<file path="src/rtl/simon_input_conditioner.sv">
// simon_input_conditioner
//   Conditions the raw board inputs for the Simon core. It synchronizes the
//   button and switches, debounces them, and turns button activity into
//   strobes. A short press gives an advance strobe when the button is
//   released. A press held for LONG_CYCLES gives a game-reset strobe and no
//   advance. The pattern snapshot stays frozen from the moment a press is
//   accepted, so it is still valid when adv_pulse fires.
//
// Ports
//   clk        in   1      system clock, rising edge
//   rst        in   1      synchronous active-high reset
//   btn_raw    in   1      raw advance button (async, 1 = pressed)
//   level_raw  in   1      raw level switch (async)
//   pat_raw    in   PAT_W  raw pattern switches (async)
//   adv_pulse  out  1      one-cycle strobe per accepted short press
//   game_rst   out  1      one-cycle strobe when a press reaches LONG_CYCLES
//   level      out  1      debounced level switch
//   pattern    out  PAT_W  debounced pattern, frozen while the button is held
//   busy       out  1      button FSM is not idle
module simon_input_conditioner #(
  parameter int DEBOUNCE_CYCLES = 50000,
  parameter int LONG_CYCLES     = 2000000,
  parameter int PAT_W           = 4
) (
  input  logic             clk,
  input  logic             rst,
  input  logic             btn_raw,
  input  logic             level_raw,
  input  logic [PAT_W-1:0] pat_raw,
  output logic             adv_pulse,
  output logic             game_rst,
  output logic             level,
  output logic [PAT_W-1:0] pattern,
  output logic             busy
);

  localparam int SW_W = PAT_W + 1;                    // {level, pattern}
  localparam int IN_W = SW_W + 1;                     // {btn, level, pattern}
  localparam int DW   = $clog2(DEBOUNCE_CYCLES + 1);
  localparam int HW   = $clog2(LONG_CYCLES + 1);

  localparam logic [DW-1:0] DEB_ONE   = DW'(1);
  localparam logic [DW-1:0] DEB_LAST  = DW'(DEBOUNCE_CYCLES - 1);
  localparam logic [HW-1:0] HOLD_ONE  = HW'(1);
  localparam logic [HW-1:0] HOLD_LAST = HW'(LONG_CYCLES - 1);

  localparam logic [2:0] ST_IDLE         = 3'd0;
  localparam logic [2:0] ST_PRESS_WAIT   = 3'd1;
  localparam logic [2:0] ST_HELD         = 3'd2;
  localparam logic [2:0] ST_RELEASE_WAIT = 3'd3;
  localparam logic [2:0] ST_LONG         = 3'd4;

  // ------------------------------------------------------------------
  // Two-flop synchronizers, one per raw input bit
  // ------------------------------------------------------------------
  logic [IN_W-1:0] raw_vec;
  logic [IN_W-1:0] sync_vec;

  assign raw_vec = {btn_raw, level_raw, pat_raw};

  genvar gi;
  generate
    for (gi = 0; gi < IN_W; gi++) begin : g_sync
      logic meta_reg;
      logic sync_reg;

      always_ff @(posedge clk) begin
        if (rst) begin
          meta_reg <= 1'b0;
          sync_reg <= 1'b0;
        end else begin
          meta_reg <= raw_vec[gi];
          sync_reg <= meta_reg;
        end
      end

      assign sync_vec[gi] = sync_reg;
    end
  endgenerate

  logic            btn_s;
  logic [SW_W-1:0] sw_s;

  assign btn_s = sync_vec[IN_W-1];
  assign sw_s  = sync_vec[SW_W-1:0];

  // ------------------------------------------------------------------
  // Shared switch filter: the whole {level, pattern} word must hold one
  // value for DEBOUNCE_CYCLES consecutive samples before it is accepted.
  // ------------------------------------------------------------------
  logic [SW_W-1:0] cand_reg;
  logic [SW_W-1:0] sw_stable_reg;
  logic [DW-1:0]   sw_cnt_reg;
  logic [DW-1:0]   sw_cnt_next;
  logic            sw_load;

  always_comb begin
    sw_cnt_next = sw_cnt_reg;
    if (sw_s != cand_reg) begin
      sw_cnt_next = '0;
    end else if (sw_cnt_reg != DEB_LAST) begin
      sw_cnt_next = sw_cnt_reg + DEB_ONE;
    end
  end

  assign sw_load = (sw_s == cand_reg) && (sw_cnt_next == DEB_LAST);

  always_ff @(posedge clk) begin
    if (rst) begin
      cand_reg      <= '0;
      sw_cnt_reg    <= '0;
      sw_stable_reg <= '0;
    end else begin
      cand_reg   <= sw_s;
      sw_cnt_reg <= sw_cnt_next;
      if (sw_load) begin
        sw_stable_reg <= cand_reg;
      end
    end
  end

  // ------------------------------------------------------------------
  // Button FSM
  //   deb_cnt  : consecutive samples of the level being debounced. The
  //              sample that causes entry into PRESS_WAIT / RELEASE_WAIT
  //              is already the first one, so those entries load 1.
  //   hold_cnt : confirmed-press cycles; survives a HELD <-> RELEASE_WAIT
  //              bounce so a bouncy long press still reaches game_rst.
  // ------------------------------------------------------------------
  logic [2:0]    state_reg, state_next;
  logic [DW-1:0] deb_cnt_reg, deb_cnt_next;
  logic [HW-1:0] hold_cnt_reg, hold_cnt_next;
  logic          adv_next;
  logic          grst_next;
  logic          pat_load;
  logic          adv_pulse_reg;
  logic          game_rst_reg;
  logic [PAT_W-1:0] pattern_reg;

  always_comb begin
    state_next    = state_reg;
    deb_cnt_next  = deb_cnt_reg;
    hold_cnt_next = hold_cnt_reg;
    adv_next      = 1'b0;
    grst_next     = 1'b0;
    pat_load      = 1'b0;

    case (state_reg)
      ST_IDLE: begin
        if (btn_s) begin
          state_next    = ST_PRESS_WAIT;
          deb_cnt_next  = DEB_ONE;
          hold_cnt_next = '0;
        end
      end

      ST_PRESS_WAIT: begin
        if (!btn_s) begin
          state_next   = ST_IDLE;
          deb_cnt_next = '0;
        end else if (deb_cnt_reg == DEB_LAST) begin
          state_next    = ST_HELD;
          deb_cnt_next  = '0;
          hold_cnt_next = '0;
          pat_load      = 1'b1;
        end else begin
          deb_cnt_next = deb_cnt_reg + DEB_ONE;
        end
      end

      ST_HELD: begin
        if (!btn_s) begin
          state_next   = ST_RELEASE_WAIT;
          deb_cnt_next = DEB_ONE;
        end else if (hold_cnt_reg == HOLD_LAST) begin
          state_next    = ST_LONG;
          grst_next     = 1'b1;
          deb_cnt_next  = '0;
          hold_cnt_next = '0;
        end else begin
          hold_cnt_next = hold_cnt_reg + HOLD_ONE;
        end
      end

      ST_RELEASE_WAIT: begin
        if (btn_s) begin
          // release bounce: back to HELD with the press count intact
          state_next   = ST_HELD;
          deb_cnt_next = '0;
        end else if (deb_cnt_reg == DEB_LAST) begin
          state_next    = ST_IDLE;
          adv_next      = 1'b1;
          deb_cnt_next  = '0;
          hold_cnt_next = '0;
        end else begin
          deb_cnt_next = deb_cnt_reg + DEB_ONE;
        end
      end

      ST_LONG: begin
        // hold_cnt stays put here; only the release is debounced
        if (btn_s) begin
          deb_cnt_next = '0;
        end else if (deb_cnt_reg == DEB_LAST) begin
          state_next   = ST_IDLE;
          deb_cnt_next = '0;
        end else begin
          deb_cnt_next = deb_cnt_reg + DEB_ONE;
        end
      end

      default: begin
        state_next    = ST_IDLE;
        deb_cnt_next  = '0;
        hold_cnt_next = '0;
      end
    endcase
  end

  always_ff @(posedge clk) begin
    if (rst) begin
      state_reg     <= ST_IDLE;
      deb_cnt_reg   <= '0;
      hold_cnt_reg  <= '0;
      adv_pulse_reg <= 1'b0;
      game_rst_reg  <= 1'b0;
      pattern_reg   <= '0;
    end else begin
      state_reg     <= state_next;
      deb_cnt_reg   <= deb_cnt_next;
      hold_cnt_reg  <= hold_cnt_next;
      adv_pulse_reg <= adv_next;
      game_rst_reg  <= grst_next;
      // pattern tracks the filter only while idle; the snapshot taken on
      // HELD entry is what the core sees when adv_pulse arrives
      if ((state_reg == ST_IDLE) || pat_load) begin
        pattern_reg <= sw_stable_reg[PAT_W-1:0];
      end
    end
  end

  assign adv_pulse = adv_pulse_reg;
  assign game_rst  = game_rst_reg;
  assign level     = sw_stable_reg[PAT_W];
  assign pattern   = pattern_reg;
  assign busy      = (state_reg != ST_IDLE);

endmodule
</file>
<file path="config.mk">
export PLATFORM = sky130hd
export DESIGN_NAME = simon_input_conditioner
export DESIGN_NICKNAME = d
export VERILOG_FILES = /design/src/rtl/simon_input_conditioner.sv
export SDC_FILE = /design/constraint.sdc
export NUM_CORES = 1
export LEC_CHECK = 0
export ABC_CLOCK_PERIOD_IN_PS = 2400
export CAP_MARGIN = 25
export CORE_MARGIN = 2
export CORE_UTILIZATION = 45
export CTS_CLUSTER_DIAMETER = 150
export DETAILED_ROUTE_END_ITERATION = 6
export GPL_TIMING_DRIVEN = 0
export PLACE_DENSITY = 0.65
export SLEW_MARGIN = 20
export SYNTH_ARGS = -nofsm -noshare
export SYNTH_HDL_FRONTEND = slang
export SYNTH_SLANG_ARGS = --single-unit
export TNS_END_PERCENT = 10
</file>
<file path="constraint.sdc">
create_clock -name clk -period 2.4 [get_ports clk]
set_input_delay 0.48 -clock clk [delete_from_list [all_inputs] [get_ports clk]]
set_output_delay 0.48 -clock clk [all_outputs]
set_load 0.02 [all_outputs]
</file>
After elaboration in Yosys (flattened, before gate mapping)
Cells that the tools add are included.
Word-level totals
  register bits: 84
  input port bits: 8
  output and inout port bits: 8
  logic and storage cells: 84
Cells by class
  add/subtract/negate cells: 3
  equal/unequal tests: 17
  multiplexer cells: 29
  bitwise operators: 4
  reduce and logical (&&, ||, !) cells: 10
Operators with widths (number)
  16-bit two-way mux: 8
  21-bit two-way mux: 6
  21-bit case mux with 5 select lines: 1
  16-bit case mux with 4 select lines: 1
  16-bit by 1-bit adder with 16-bit output (second input constant): 2
  16-bit equality test (second input constant): 2
  3-bit two-way mux: 8
  21-bit by 1-bit adder with 21-bit output (second input constant): 1
  21-bit equality test (second input constant): 1
  16-bit inequality test (second input constant): 1
  3-bit case mux with 5 select lines: 1
  2-bit inequality test (second input constant): 5
  3-bit by 2-bit equality test with 1-bit output (second input constant): 2
  3-bit inequality test (second input constant): 2
  3-bit OR reduction: 2
  5-bit equality test: 1
  5-bit inequality test: 1
  5-bit AND reduction: 1
  1-bit two-way mux: 4
  1-bit NOT: 4
  4-bit AND reduction: 1
  3-bit by 1-bit equality test with 1-bit output (second input constant): 1
  3-bit equality test (second input constant): 1
  3-bit zero test: 1
  5 further kinds: 5

Logic depth before layout (Yosys ltp)
  depth in word-level cells: 5
  mapped depth: 9
  depth with buffers taken out: 7

Worst setup path before layout
Ideal clock, no wire load.
  path kind: reg-to-reg
  start: register sw_cnt_reg[9]
  end: register sw_stable_reg[0]
  setup time: 0.072 ns
  arrival: 2.418 ns
  data required time: 2.328 ns
  slack: -0.090 ns
  stages on the path, launching flop included: 9
  path buffers: 2
  clock period less this slack: 2.490 ns
  cell sequence: dfxtp_1 -> buf_2 -> or4b_1 -> or4_1 -> clkbuf_1 -> nand3_1 -> xor2_1 -> nor4_4 -> mux2i_1
On the way
  longest elaborated chain between the ends: 5
  elaborated cells on any way between the ends: 6
  those cells by class: add/sub (1); eq/ne (2); mux (2); reduce/logical (1)
RTL lines
  start: declaration: RTL line 93  | logic [DW-1:0] sw_cnt_reg;
  start signal: assignment: RTL line 115  | sw_cnt_reg <= sw_cnt_next;
  16-bit by 1-bit adder with 16-bit output / 16-bit inequality test (equally long branches): RTL line 102, 101
  16-bit two-way mux *: RTL line 101  | end else if (sw_cnt_reg != DEB_LAST) begin
  16-bit two-way mux *: RTL line 99  | if (sw_s != cand_reg) begin
  16-bit equality test *: RTL line 106  | assign sw_load = (sw_s == cand_reg) && (sw_cnt_next == DEB_LAST);
  1-bit logical AND *: RTL line 106
  end signal: assignment: RTL line 117  | sw_stable_reg <= cand_reg;
  end: declaration: RTL line 92  | logic [SW_W-1:0] sw_stable_reg;
Every way passes the cells marked *; elsewhere a longest branch is shown, timed or not.
A chain may end at the register's enable or synchronous reset.

Worst setup path after layout
  start: register hold_cnt_reg[9]
  end: register deb_cnt_reg[14]
On the way
  longest elaborated chain between the ends: 3
RTL lines
  start: declaration: RTL line 132  | logic [HW-1:0] hold_cnt_reg, hold_cnt_next;
  start signal: assignment: RTL line 231  | hold_cnt_reg <= hold_cnt_next;
  21-bit equality test: RTL line 175  | end else if (hold_cnt_reg == HOLD_LAST) begin
  3-bit inequality test (no source line)
  2-bit AND reduction (no source line)
  end signal: assignment: RTL line 230  | deb_cnt_reg <= deb_cnt_next;
  end: declaration: RTL line 131  | logic [DW-1:0] deb_cnt_reg, deb_cnt_next;
No other way between the ends.

==> reports/results.ini <==
[pwr]
ir_drop_mv=0.334
p_switching_w=0.000662
p_int_w=0.00187
swShare_pct=26.1
pwr-share-clk_pct=38.5
seqPwrFrac_pct=56.0
power.density_nw_per_um2=515
power.leakage_nw=1.67
pwr-share-comb_pct=5.5

[timing]
whs_ps=440
rsz0062_at_grt=true
fin_crit_sh_pct=108
worst_pin_slew_ps=909
finalCriticalPeriod_ps=2600
clock.fmax_mhz=385
worst_slack_ps=-200
hold_violations=0
finalMaxSlewViolations=0
slew_headroom_pct=39.2
finClkSkew_ps=13.5
finalSetupViolations=22
fin_setup_tns_ps=-1680

[layout]
largest_register_ffs=21
final_common_cell=dfxtp_1
num_antenna_cells=0
nets=521
final_cells=623
area_growth_pct=20.4
final_cell_mix=dfxtp_1, nor2_1, nand2_1, nand3_1, xnor2_1
final_util_pct=56.1
drive_above_1_share_pct=16.5

[synth]
synth_edf_count=0
synth_nets=486
syn-cell-area_um2=4080
synth_cells=475
ys_seq_elements=84
synth_ff_type=dfxtp_1
synth.distinct_cells=55
yosys_warnings=0
avgSynthCellArea_um2=8.60
seq_area_frac_synth_pct=41.2
async_flop_share_pct=0

[die]
die_y_um=99.3
num_rows=34
core_um2=8760
die_x_um=99.3
dieArea_um2=9850
initial_core_util_pct=46.6
ioPinCount=16

[clock_network]
clk_latency_ps=360
cts.sinks=84
ctsHoldBuffers=0
clockRootBuffer=clkbuf_8
cts_buffer_depth=2
htree_levels=3
numCtsBuffers=9
clk_pin_slew_worst_paths_ps=100
tritoncts=built

[worst_setup_path]
cp.arrival_ps=2900
critPathBufInv=1
crit_path_frequent_cell=or4_4
required_ps=2700
crit_family=simple AND/OR/NAND/NOR gates
end_kind=register
slowest_stage=or4_4
worstSetupPathType=register to register
path_max_fanout=4
crit_path_start_kind=register
cp_cell_sequence=or4b_4 -> or4_4 -> o211ai_4 -> a21boi_4 -> buf_12 -> or4_4 -> a21oi_2
slowest_delay_ps=590

[place]
dp_hpwl_um=6040
place_congestion=0.855
io_buffer_count=15
dp_cells=598
pre_cts_ws_ps=-415

[drt]
via_per_inst=5.74
ant_nets=0
wl_per_cell_um=14.8
wirelength_um=9230
drtIter0Drc=149
firstDrtPassIters=4
vias=3579
drc=0

[run_status]
status=finished, violations left
violations=setup timing

[worst_hold_path]
holdCritPathClass=register to register

[global_routing]
grt_max_degree=18
globalRouteOverflowTotal=0
grt_util_all_layers_pct=19.4
first_global_vias=3376
antenna_found_initial=0
grt_first_pass_wirelength_um=15700

[run]
drv_cap=0

==> cell families after synthesis <==
group,count (synthesis),share of synthesized area (%)
adders and majority gates,3,0.919
buffers and inverters,35,3.62
DFF,84,41.2
and+or+nand+nor,230,31.6
xor gates and xnor gates,36,7.72
muxes,11,2.70
AOI/OAI and AO/OA,76,12.3
==> per-layer routing <==
layer	global-route usage, %	vias to the layer above	part of all wire (%)
met1	25.4	1723	48
met2	32.1	67	48
met4	7.59	0	1.2
met3	3.30	6	3.3
met5	0	-	0
li1	-	1783	-
==> metrics by stage <==
stage	area, um^2	total power [W]
detailed placement	4370	0.00157
floorplan	4080	0.00153
global placement	4370	0.00157
finish	4910	0.00253
global route	4910	0.00264
CTS	4810	0.00257
==> layout make-up <==
cell class	count	area, um^2
fillers	777	3850
multi-input cells	356	2450
flip-flops and latches	84	1710
repair buffers	26	248
plain buffers	24	148
well taps	108	135
clock buffers	9	124
clock inverters	7	66.3
inverters	9	33.8
==> final timing paths <==
kind	endpoint	depth (start not counted)	start	slack [ps]
min reg2reg	g_sync[0].sync_reg	1	g_sync[0].meta_reg	440
max reg2reg	deb_cnt_reg[14]	7	hold_cnt_reg[9]	-200
min	g_sync[0].sync_reg	1	g_sync[0].meta_reg	440
max	deb_cnt_reg[14]	7	hold_cnt_reg[9]	-200
==> power groups by stage <==
stage	clock network, W	registers [W]	logic [W]
after floorplan	0	0.00145	0.0000782
after global placement	0	0.00145	0.000115
after detailed placement	0	0.00145	0.000118
after CTS	0.00101	0.00142	0.000135
after global routing	0.00107	0.00142	0.000153
final	0.000976	0.00142	0.000139
==> cells in the mapped netlist, drive strengths merged, types with 4 or more instances <==
| cell type | number | area share (%) |
|---|---|---|
| nor2b | 21 | 3.2 |
| dfxtp | 84 | 41 |
| nor3 | 10 | 1.2 |
| a21oi | 22 | 2.7 |
| or4 | 10 | 1.9 |
| nand2 | 27 | 2.5 |
| o21ai | 16 | 2.0 |
| buf | 6 | 0.95 |
| xnor2 | 22 | 4.7 |
| nand3 | 22 | 2.7 |
| and3 | 11 | 1.7 |
| or3 | 7 | 1.1 |
| nand4b | 4 | 0.86 |
| xor2 | 14 | 3.0 |
| or4b | 8 | 2.0 |
| nand4 | 14 | 2.1 |
| mux2i | 11 | 2.7 |
| inv | 9 | 0.83 |
| nor2 | 59 | 5.4 |
| nand2b | 14 | 2.1 |
| clkbuf | 20 | 1.8 |
| o31ai | 10 | 1.8 |
| nor4 | 9 | 1.9 |
| and4 | 5 | 1.1 |
==> timing repair <==
action	4_1_cts	5_1_grt
gates cloned	0	0
endpoints found under the setup margin	48	46
pin swaps	26	14
resized for setup	51	26
setup buffers	8	3
(Power assumes the default switching activity.)
